`config.mk`:
```
export PLATFORM = sky130hd
export DESIGN_NAME = dmem_arbiter_flat
export DESIGN_NICKNAME = d
export VERILOG_FILES = /design/src/rtl/noc_mem_pkg.sv /design/src/rtl/dmem_arbiter_if.sv /design/src/rtl/rr_arbiter.sv /design/src/rtl/dmem_arbiter.sv /design/src/flat_wrapper.sv
export SDC_FILE = /design/constraint.sdc
export NUM_CORES = 1
export LEC_CHECK = 0
export BUFFER_PORTS_ARGS = -buffer_cell sky130_fd_sc_hd__buf_2
export CAP_MARGIN = 20
export CORE_AREA = 2 2 159 161
export CTS_CLUSTER_DIAMETER = 120
export CTS_CLUSTER_SIZE = 10
export DETAILED_ROUTE_END_ITERATION = 12
export DIE_AREA = 0 0 161 163
export PLACE_DENSITY = 0.51
export SLEW_MARGIN = 20
export SYNTH_ARGS = -nofsm -noshare
export SYNTH_HDL_FRONTEND = slang
export SYNTH_SLANG_ARGS = --single-unit
```
`constraint.sdc`:
```
create_clock -name clk -period 3.98 [get_ports clk]
set_input_delay 0.597 -clock clk [delete_from_list [all_inputs] [get_ports clk]]
set_output_delay 0.597 -clock clk [all_outputs]
set_load 0.01 [all_outputs]
```
`src/rtl/noc_mem_pkg.sv`:
```
// Shared definitions for the data-memory arbiter and related NoC memory blocks.
package noc_mem_pkg;

  localparam int unsigned DefaultAddrW = 32;
  localparam int unsigned DefaultDataW = 32;

  typedef enum logic [1:0] {
    StIdle = 2'd0,
    StWait = 2'd1,
    StResp = 2'd2
  } arb_state_e;

endpackage

```
`src/rtl/dmem_arbiter_if.sv`:
```
// Core-side request/response bus plus memory-side port of the data-memory arbiter.
interface dmem_arbiter_if
  import noc_mem_pkg::*;
#(
  parameter int unsigned N_CORES = 4,
  parameter int unsigned ADDR_W  = DefaultAddrW,
  parameter int unsigned DATA_W  = DefaultDataW
);

  logic [N_CORES-1:0]        req_valid;
  logic [N_CORES-1:0]        req_we;
  logic [N_CORES*ADDR_W-1:0] req_addr;
  logic [N_CORES*DATA_W-1:0] req_wdata;
  logic [N_CORES-1:0]        req_ready;
  logic [N_CORES-1:0]        rsp_valid;
  logic [DATA_W-1:0]         rsp_rdata;
  logic                      mem_en;
  logic                      mem_we;
  logic [ADDR_W-1:0]         mem_addr;
  logic [DATA_W-1:0]         mem_wdata;
  logic [DATA_W-1:0]         mem_rdata;
  logic                      busy;

  // Arbiter side
  modport slave (
    input  req_valid, req_we, req_addr, req_wdata, mem_rdata,
    output req_ready, rsp_valid, rsp_rdata, mem_en, mem_we, mem_addr, mem_wdata, busy
  );

  // Cores plus memory side
  modport master (
    output req_valid, req_we, req_addr, req_wdata, mem_rdata,
    input  req_ready, rsp_valid, rsp_rdata, mem_en, mem_we, mem_addr, mem_wdata, busy
  );

endinterface

```
`src/rtl/rr_arbiter.sv`:
```
// Combinational rotating-priority selector: first request at or above ptr, wrapping.
module rr_arbiter #(
  parameter int unsigned N_CORES = 4
) (
  input  logic [N_CORES-1:0]         req,
  input  logic [$clog2(N_CORES)-1:0] ptr,
  output logic [N_CORES-1:0]         gnt,
  output logic [$clog2(N_CORES)-1:0] gnt_idx
);

  localparam int unsigned PtrW = $clog2(N_CORES);

  logic            found;
  int unsigned     sum;
  logic [PtrW-1:0] idx;

  // Scan upward from ptr modulo N_CORES; the first hit wins.
  always_comb begin
    gnt     = '0;
    gnt_idx = '0;
    found   = 1'b0;
    sum     = 0;
    idx     = '0;
    for (int unsigned off = 0; off < N_CORES; off++) begin
      sum = 32'(ptr) + off;
      if (sum >= N_CORES) begin
        sum = sum - N_CORES;
      end
      idx = PtrW'(sum);
      if (!found && req[idx]) begin
        found    = 1'b1;
        gnt[idx] = 1'b1;
        gnt_idx  = idx;
      end
    end
  end

endmodule

```
`src/rtl/dmem_arbiter.sv`:
```
// Round-robin arbiter sharing one fixed-latency data-memory port among N_CORES pipelines.
// N_CORES must be at least 2 and MEM_LAT at least 1.
module dmem_arbiter
  import noc_mem_pkg::*;
#(
  parameter int unsigned N_CORES = 4,
  parameter int unsigned ADDR_W  = DefaultAddrW,
  parameter int unsigned DATA_W  = DefaultDataW,
  parameter int unsigned MEM_LAT = 2
) (
  input logic           clk,
  input logic           rst,
  dmem_arbiter_if.slave bus
);

  localparam int unsigned       PtrW     = $clog2(N_CORES);
  localparam int unsigned       CntW     = $clog2(MEM_LAT + 1);
  localparam logic [CntW-1:0]   CntLoad  = CntW'(MEM_LAT - 1);
  localparam logic [CntW-1:0]   CntOne   = CntW'(1);
  localparam logic [PtrW-1:0]   LastCore = PtrW'(N_CORES - 1);
  localparam logic [N_CORES-1:0] OneHot0 = N_CORES'(1);

  arb_state_e      state_q;
  logic [PtrW-1:0] rr_ptr_q;
  logic [PtrW-1:0] owner_q;
  logic            owner_we_q;
  logic [CntW-1:0] cnt_q;

  logic [N_CORES-1:0] gnt;
  logic [PtrW-1:0]    gnt_idx;
  logic               accept;

  rr_arbiter #(
    .N_CORES (N_CORES)
  ) u_rr (
    .req     (bus.req_valid),
    .ptr     (rr_ptr_q),
    .gnt     (gnt),
    .gnt_idx (gnt_idx)
  );

  // Accept path and memory strobes; reset suppresses acceptance in the same cycle.
  always_comb begin
    accept        = (state_q == StIdle) && !rst && (|gnt);
    bus.req_ready = accept ? gnt : '0;
    bus.mem_en    = accept;
    bus.mem_we    = accept & bus.req_we[gnt_idx];
    bus.mem_addr  = accept ? bus.req_addr[32'(gnt_idx) * ADDR_W +: ADDR_W] : '0;
    bus.mem_wdata = accept ? bus.req_wdata[32'(gnt_idx) * DATA_W +: DATA_W] : '0;
  end

  // Response and status decode from registered state.
  always_comb begin
    bus.busy      = (state_q != StIdle);
    bus.rsp_valid = (state_q == StResp && !rst) ? (OneHot0 << owner_q) : '0;
    // Read data is meaningless for writes, so keep the shared bus quiet then.
    bus.rsp_rdata = (state_q == StResp && !rst && !owner_we_q) ? bus.mem_rdata : '0;
  end

  // Transaction FSM: grant in IDLE, count latency in WAIT, complete in RESP.
  always_ff @(posedge clk) begin
    if (rst) begin
      state_q    <= StIdle;
      rr_ptr_q   <= '0;
      owner_q    <= '0;
      owner_we_q <= 1'b0;
      cnt_q      <= '0;
    end else begin
      unique case (state_q)
        StIdle: begin
          if (accept) begin
            owner_q    <= gnt_idx;
            owner_we_q <= bus.req_we[gnt_idx];
            rr_ptr_q   <= (gnt_idx == LastCore) ? '0 : gnt_idx + PtrW'(1);
            cnt_q      <= CntLoad;
            state_q    <= (MEM_LAT > 1) ? StWait : StResp;
          end
        end
        StWait: begin
          cnt_q <= cnt_q - CntOne;
          // Counter holds 1 on the last wait cycle, so RESP lands at accept + MEM_LAT.
          if (cnt_q <= CntOne) begin
            state_q <= StResp;
          end
        end
        StResp: begin
          state_q <= StIdle;
        end
        default: begin
          state_q <= StIdle;
        end
      endcase
    end
  end

endmodule
```
`src/flat_wrapper.sv`:
```
// flat-port wrapper written by rule: the top's interface ports become plain ports
module dmem_arbiter_flat import noc_mem_pkg::*;
#(
  parameter int unsigned N_CORES = 4,
  parameter int unsigned ADDR_W  = DefaultAddrW,
  parameter int unsigned DATA_W  = DefaultDataW,
  parameter int unsigned MEM_LAT = 2
)
  (clk, rst, bus_req_valid, bus_req_we, bus_req_addr, bus_req_wdata, bus_mem_rdata, bus_req_ready, bus_rsp_valid, bus_rsp_rdata, bus_mem_en, bus_mem_we, bus_mem_addr, bus_mem_wdata, bus_busy);
  dmem_arbiter_if #(.N_CORES(N_CORES), .ADDR_W(ADDR_W), .DATA_W(DATA_W)) bus_i ();
  input logic clk;
  input logic rst;
  input wire logic [$bits(bus_i.req_valid)-1:0] bus_req_valid;
  input wire logic [$bits(bus_i.req_we)-1:0] bus_req_we;
  input wire logic [$bits(bus_i.req_addr)-1:0] bus_req_addr;
  input wire logic [$bits(bus_i.req_wdata)-1:0] bus_req_wdata;
  input wire logic [$bits(bus_i.mem_rdata)-1:0] bus_mem_rdata;
  output wire logic [$bits(bus_i.req_ready)-1:0] bus_req_ready;
  output wire logic [$bits(bus_i.rsp_valid)-1:0] bus_rsp_valid;
  output wire logic [$bits(bus_i.rsp_rdata)-1:0] bus_rsp_rdata;
  output wire logic [$bits(bus_i.mem_en)-1:0] bus_mem_en;
  output wire logic [$bits(bus_i.mem_we)-1:0] bus_mem_we;
  output wire logic [$bits(bus_i.mem_addr)-1:0] bus_mem_addr;
  output wire logic [$bits(bus_i.mem_wdata)-1:0] bus_mem_wdata;
  output wire logic [$bits(bus_i.busy)-1:0] bus_busy;
  assign bus_i.req_valid = bus_req_valid;
  assign bus_i.req_we = bus_req_we;
  assign bus_i.req_addr = bus_req_addr;
  assign bus_i.req_wdata = bus_req_wdata;
  assign bus_i.mem_rdata = bus_mem_rdata;
  assign bus_req_ready = bus_i.req_ready;
  assign bus_rsp_valid = bus_i.rsp_valid;
  assign bus_rsp_rdata = bus_i.rsp_rdata;
  assign bus_mem_en = bus_i.mem_en;
  assign bus_mem_we = bus_i.mem_we;
  assign bus_mem_addr = bus_i.mem_addr;
  assign bus_mem_wdata = bus_i.mem_wdata;
  assign bus_busy = bus_i.busy;
  dmem_arbiter #(.N_CORES(N_CORES), .ADDR_W(ADDR_W), .DATA_W(DATA_W), .MEM_LAT(MEM_LAT)) u_core (.clk(clk), .rst(rst), .bus(bus_i));
endmodule
```
; Word-level counts from Yosys, hierarchy flattened
; Cells that the tools add are included.
; Widths: inputs -> output; s select.
[totals]
elab_cells = 106
n_memories = 0
out_inout_bits = 107
input_bits = 298
register_bits = 9
ram_bits = 0
rom_bits = 0
latch_bits = 0
[classes]
bitwise_logic = 4
n_reduce_logical = 23
n_lt_le_gt_ge = 14
multipliers = 0
addsub = 9
eq_ne = 5
shifts = 3
mux = 43
div = 0
[op_table]
columns = op, count
row1 = $shiftx 128x8->32, 2
row2 = $mux 32, 3
row3 = $mux 4, 6
row4 = $mux 2, 11
row5 = $lt 2x3->1 const B, 5
row6 = $mux 1, 12
row7 = $or 4x4->4, 3
row8 = $logic_and 1x1->1, 11
row9 = $bmux 1 s2, 5
row10 = $sub 2x1->2 const B, 5
row11 = $ge 3x3->1 const B, 3
row12 = $demux 1 s2, 4
row13 = $ge 2x1->1 const B, 4
row14 = $pmux 2 s2, 2
row15 = $add 2x2->3 const B, 2
row16 = $reduce_and 2->1, 3
row17 = $logic_not 1->1, 5
row18 = $eq 2x2->1 const B, 2
row19 = $reduce_bool 2->1, 2
row20 = $reduce_or 4->1, 1
row21 = $shl 1x2->4 const A, 1
row22 = $add 2x1->3 const B, 1
row23 = $ge 2x3->1 const B, 1
row24 = $add 2x1->2 const B, 1
row25 = 6 further kinds, 6

; Logic depth before layout (Yosys ltp)
[depth]
depth_word = 18
depth_mapped = 13
depth_no_buf = 10

; Hierarchy
; From an unflattened synthesis, not the netlist that was laid out.
[hier_totals]
hier_cells = 297
area_unflattened_um2 = 3141.8
[modules_own_cells]
columns = mod, seq_area_each_um2, area_each_um2, cells_per_inst, instances
row1 = dmem_arbiter, 180.2, 2737.6, 249, 1
row2 = rr_arbiter, 0.0, 404.1, 48, 1

; Worst setup path before layout
; Ideal clock, no wire load.
[synth_timing]
path_type = register to output
start = reg u_core.rr_ptr_q[1]
end = out bus_mem_addr[0]
arrival_ns = 2.910
path_slack_ns = 0.473
path_stages_with_launch = 12
cell_sequence = dfxtp_1 -> buf_2 -> inv_1 -> ha_1 -> mux2_2 -> or4b_1 -> a21boi_0 -> a2111oi_2 -> a41o_1 -> buf_6 -> buf_4 -> a211oi_2
[synth_between]
elab_chain_cells = 17
[synth_rtl]
columns = element, line_no
row1 = start: declaration, dmem_arbiter.sv:24  ; logic [PtrW-1:0] rr_ptr_q;
row2 = start signal: assignment, dmem_arbiter.sv:74  ; rr_ptr_q <= (gnt_idx == LastCore) ? '0 : gnt_idx + PtrW'(1);
row3 = branches (longest 16 deep; another with $add 2x1->3), n/a
row4 = $mux 32 (*), dmem_arbiter.sv:48  ; bus.mem_addr = accept ? bus.req_addr[32'(gnt_idx) * ADDR_W +: ADDR_W] : '0;
row5 = end: declaration, flat_wrapper.sv:23  ; output wire logic [$bits(bus_i.mem_addr)-1:0] bus_mem_addr;
; Every way passes the cells marked *. The select of a mux whose other input is x is not followed.

; Worst setup path after layout
[layout_timing]
start = reg u_core.rr_ptr_q[0]
end = out bus_mem_addr[14]
; Same word-level chain as after synthesis.

==> flow_summary_export.csv <==
group,metric,value,unit
status,status,"finished clean",
synthesis,synthesis.instances,460,
layout,final_nets,1167,
global_routing,grt_antenna_before_repair,3,
layout,multi_input_area,3407,um2
sta,setup_viol,0,
drt,via_per_inst,4.321,
drt,route.final.wire_length,17890,um
placed_design,numPortBuffers,404,
die,dieHeight,163,um
sta,fin_crit_sh,0.9577,
die,core,24670,um2
clock_network,clkSinkCount,9,
placed_design,gp_congestion,0.7848,
layout,final_common_cell,"buf_2",
setup_path,critPathKind,"flop to output port",
die,die_x,161,um
drt,firstDrtPassIters,4,
placed_design,dp.final_hpwl,14160,um
global_routing,globalRouteOverflowTotal,0,
power,vdd_drop_max,288.1,uV
drt,highest_layer,"met5",
power,net-switching-power,2.385,mW
global_routing,grt_pass1_vias,4817,
min_path,holdPathEnd,"u_core.owner_we_q",
clock_network,path_clk_slew,0.04,ns
drt,drtIter0Drc,211,
layout,layout_common_cells,"buf_2 (404), a211oi_2 (72), mux2i_1 (70), nor2b_1 (65), a211oi_1 (59)",
die,fp-row-count,58,
setup_path,critical_path.endpoint_type,"output port",
synthesis,yosys_warnings,0,
drt,antenna_left,0,
power,clkPwrFrac,0.041,
global_routing,grt_first_pass_wirelength,24820,um
setup_path,critPathBufInv,4,
sta,rsz0062_at_grt,"false",
synthesis,async_flop_share,0,
setup_path,ff2ff_path_depth,10,
sta,min_period,3.812,ns
synthesis,syn_area,3909,um2
setup_path,r2r_slack,0.98,ns
global_routing,grt_max_degree,75,
sta,finalHoldViolations,0,
sta,tns,0,ns
synthesis,synth_seq_cells,9,
die,start_util,0.1584,
sta,skew,0.0006955,ns
synthesis,avgSynthCellArea,8.497,um2
power,swShare,0.5368,
sta,hold_ws,0.4598,ns
layout,drive_gt1_frac,0.6330,
setup_path,start_kind,"flop",
clock_network,holdBufCountCts,0,
die,io_pins,405,
drt,wl_met1,7151,um
setup_path,cp_max_fo,28,
min_path,hold_start,"u_core.owner_we_q",
clock_network,clockBufferDepth,2,
setup_path,cp.required,3.38,ns
synthesis,synth_flop_cell,"dfxtp_1",
power,power.leakage,3.252,nW
power,power.internal,2.058,mW
power,combPwrFrac,0.923,
clock_network,cts.htree.levels,1,
clock_network,cts-root-buf,"clkbuf_16",
setup_path,slowest_stage,"a2111o_1",
drt,drc_errors,0,
setup_path,crit_arrival,3.21,ns
synthesis,seq_area_frac_synth,0.04609,
run,cap_violations,0,
drt,met3WireLength,1716,um
setup_path,rr_endpoint,"u_core.owner_q[1]",
synthesis,synth_cell_type_count,51,
clock_network,clk_latency,0.24,ns
sta,worst_slew_pin_slew,0.5175,ns
drt,wire_per_inst,15.01,um
setup_path,worst_path_largest_cell_delay,0.50,ns
setup_path,crit-reg2reg-launch,"u_core.rr_ptr_q[0]",
setup_path,crit_chain,"inv_2 > ha_4 > or3b_1 > a2111o_1 > buf_4 > nand2_2 > a221oi_2 > a41o_4 > buf_12 > a211oi_2 > buf_2",
min_path,hold_depth,2,
global_routing,grtUsageTotal,0.1155,
drt,num_vias,5151,
synthesis,syn_nets,765,
sta,layout_setup_ws,0.1683,ns
sta,max_slew_margin,0.6529,
layout,nFillCells,2707,
power,p_per_area,669.2,nW/um2
clock_network,cts_buffers,3,
clock_network,tritoncts,"done",
sta,report.final.slew_viol_count,0,
sta,fmax,262.4,MHz
synthesis,synth_edf_count,0,
placed_design,dp_slack,0.1762,ns
min_path,hold_class,"flop to flop",
setup_path,path_delay_family,"compound AO/OA/AOI/OAI gates",
drt,routed-wl-met2,8886,um
die,dieArea,26240,um2
layout,syn_to_final_growth,69.85,%
layout,regArea,180.2,um2
power,p_seq_frac,0.036,
[power groups by stage]
| stage | registers [mW] | logic, mW | clock network (mW) |
|---|---|---|---|
| after floorplan | 0.157 | 2.72 | 0 |
| after global placement | 0.158 | 3.75 | 0 |
| after detailed placement | 0.158 | 3.78 | 0 |
| after CTS | 0.157 | 3.88 | 0.186 |
| after global routing | 0.165 | 4.46 | 0.188 |
| final | 0.158 | 4.10 | 0.184 |
[cell usage after synthesis (2+ instances only)]
cell type,n,share of area
clkbuf_1,10,0.0096
nor3b_1,3,0.0058
nand3_1,4,0.0051
nand2b_1,4,0.0064
nor2_1,9,0.0086
and2_1,35,0.056
nand3b_1,3,0.0058
a211oi_2,63,0.20
buf_4,4,0.0077
nor3_1,6,0.0077
a211oi_1,68,0.13
nand4_1,4,0.0064
nand2_1,8,0.0077
inv_1,7,0.0067
buf_12,5,0.026
or2_2,2,0.0032
a21oi_1,9,0.012
buf_2,25,0.032
ha_1,7,0.022
buf_6,6,0.017
mux2_2,4,0.012
nor2b_1,65,0.10
dfxtp_1,9,0.046
a21boi_0,3,0.0058
mux2i_1,70,0.18
a2111oi_2,2,0.0077
[metrics by stage]
step,cells,util,power [mW],instance area [um2]
floorplan,460,-,2.875,3909
global placement,1174,0.2562,3.912,6321
detailed placement,1174,0.2562,3.934,6321
CTS,1182,0.2621,4.228,6467
global route,1191,0.2690,4.815,6636
finish,1192,0.2691,4.443,6639
[flip-flops by register name, summed over array words and instances, names as in the netlist]
name	count
u_core.cnt_q	2
u_core.owner_q	2
u_core.owner_we_q	1
u_core.rr_ptr_q	2
u_core.state_q	2
[cell families (layout without fill, tap and decap cells)]
logic type,count (synthesis),count (layout),share of synthesized area
compound gates,160,160,0.3998
simple gates,149,149,0.2292
mux,75,75,0.1965
buf+inv,59,460,0.1037
flops,9,9,0.04609
fa+ha+maj,7,7,0.02241
xor+xnor,1,1,0.002241
other cells,0,1,0
[worst min-delay path, cell delays in order (launching register included)]
cell and delay [ns]:
dfxtp_1 0.31, nand2_1 0.05, a21oi_1 0.05
[worst max-delay path by stage]
stage	start	to	slack, ns	depth (start not counted)
2_1_floorplan	u_core.rr_ptr_q[1]	bus_mem_addr[0]	0.47	11
3_3_place_gp	u_core.rr_ptr_q[0]	bus_mem_addr[13]	0.20	11
3_5_place_dp	u_core.rr_ptr_q[0]	bus_mem_wdata[2]	0.18	12
4_1_cts	u_core.rr_ptr_q[0]	bus_mem_addr[14]	0.002	12
5_1_grt	u_core.rr_ptr_q[0]	bus_mem_wdata[19]	0.004	11
6_report	u_core.rr_ptr_q[0]	bus_mem_addr[14]	0.17	11
[area by class of cell]
type	instances	share of cell area
Multi-Input combinational cell	392	0.5132
Timing Repair Buffer	448	0.3807
Tap cell	330	0.06219
Sequential cell	9	0.02714
Clock buffer	4	0.01187
Inverter	8	0.004523
Antenna cell	1	0.0003769
[per-layer routing]
| layer | vias up | global-route usage |
|---|---|---|
| met1 | 2316 | 0.1406 |
| met3 | 14 | 0.02750 |
| met4 | 4 | 0.01096 |
| met2 | 259 | 0.2132 |
| li1 | 2558 | - |
| met5 | - | 0 |
[repair_timing]
| action | in CTS | in global routing |
|---|---|---|
| setup buffers | 3 | 6 |
| endpoints found under the setup margin | 8 | 65 |
| pin swaps | 2 | 2 |
| gates cloned | 1 | 3 |
| resized for setup | 3 | 14 |
Power figures use the tool's default switching activity.
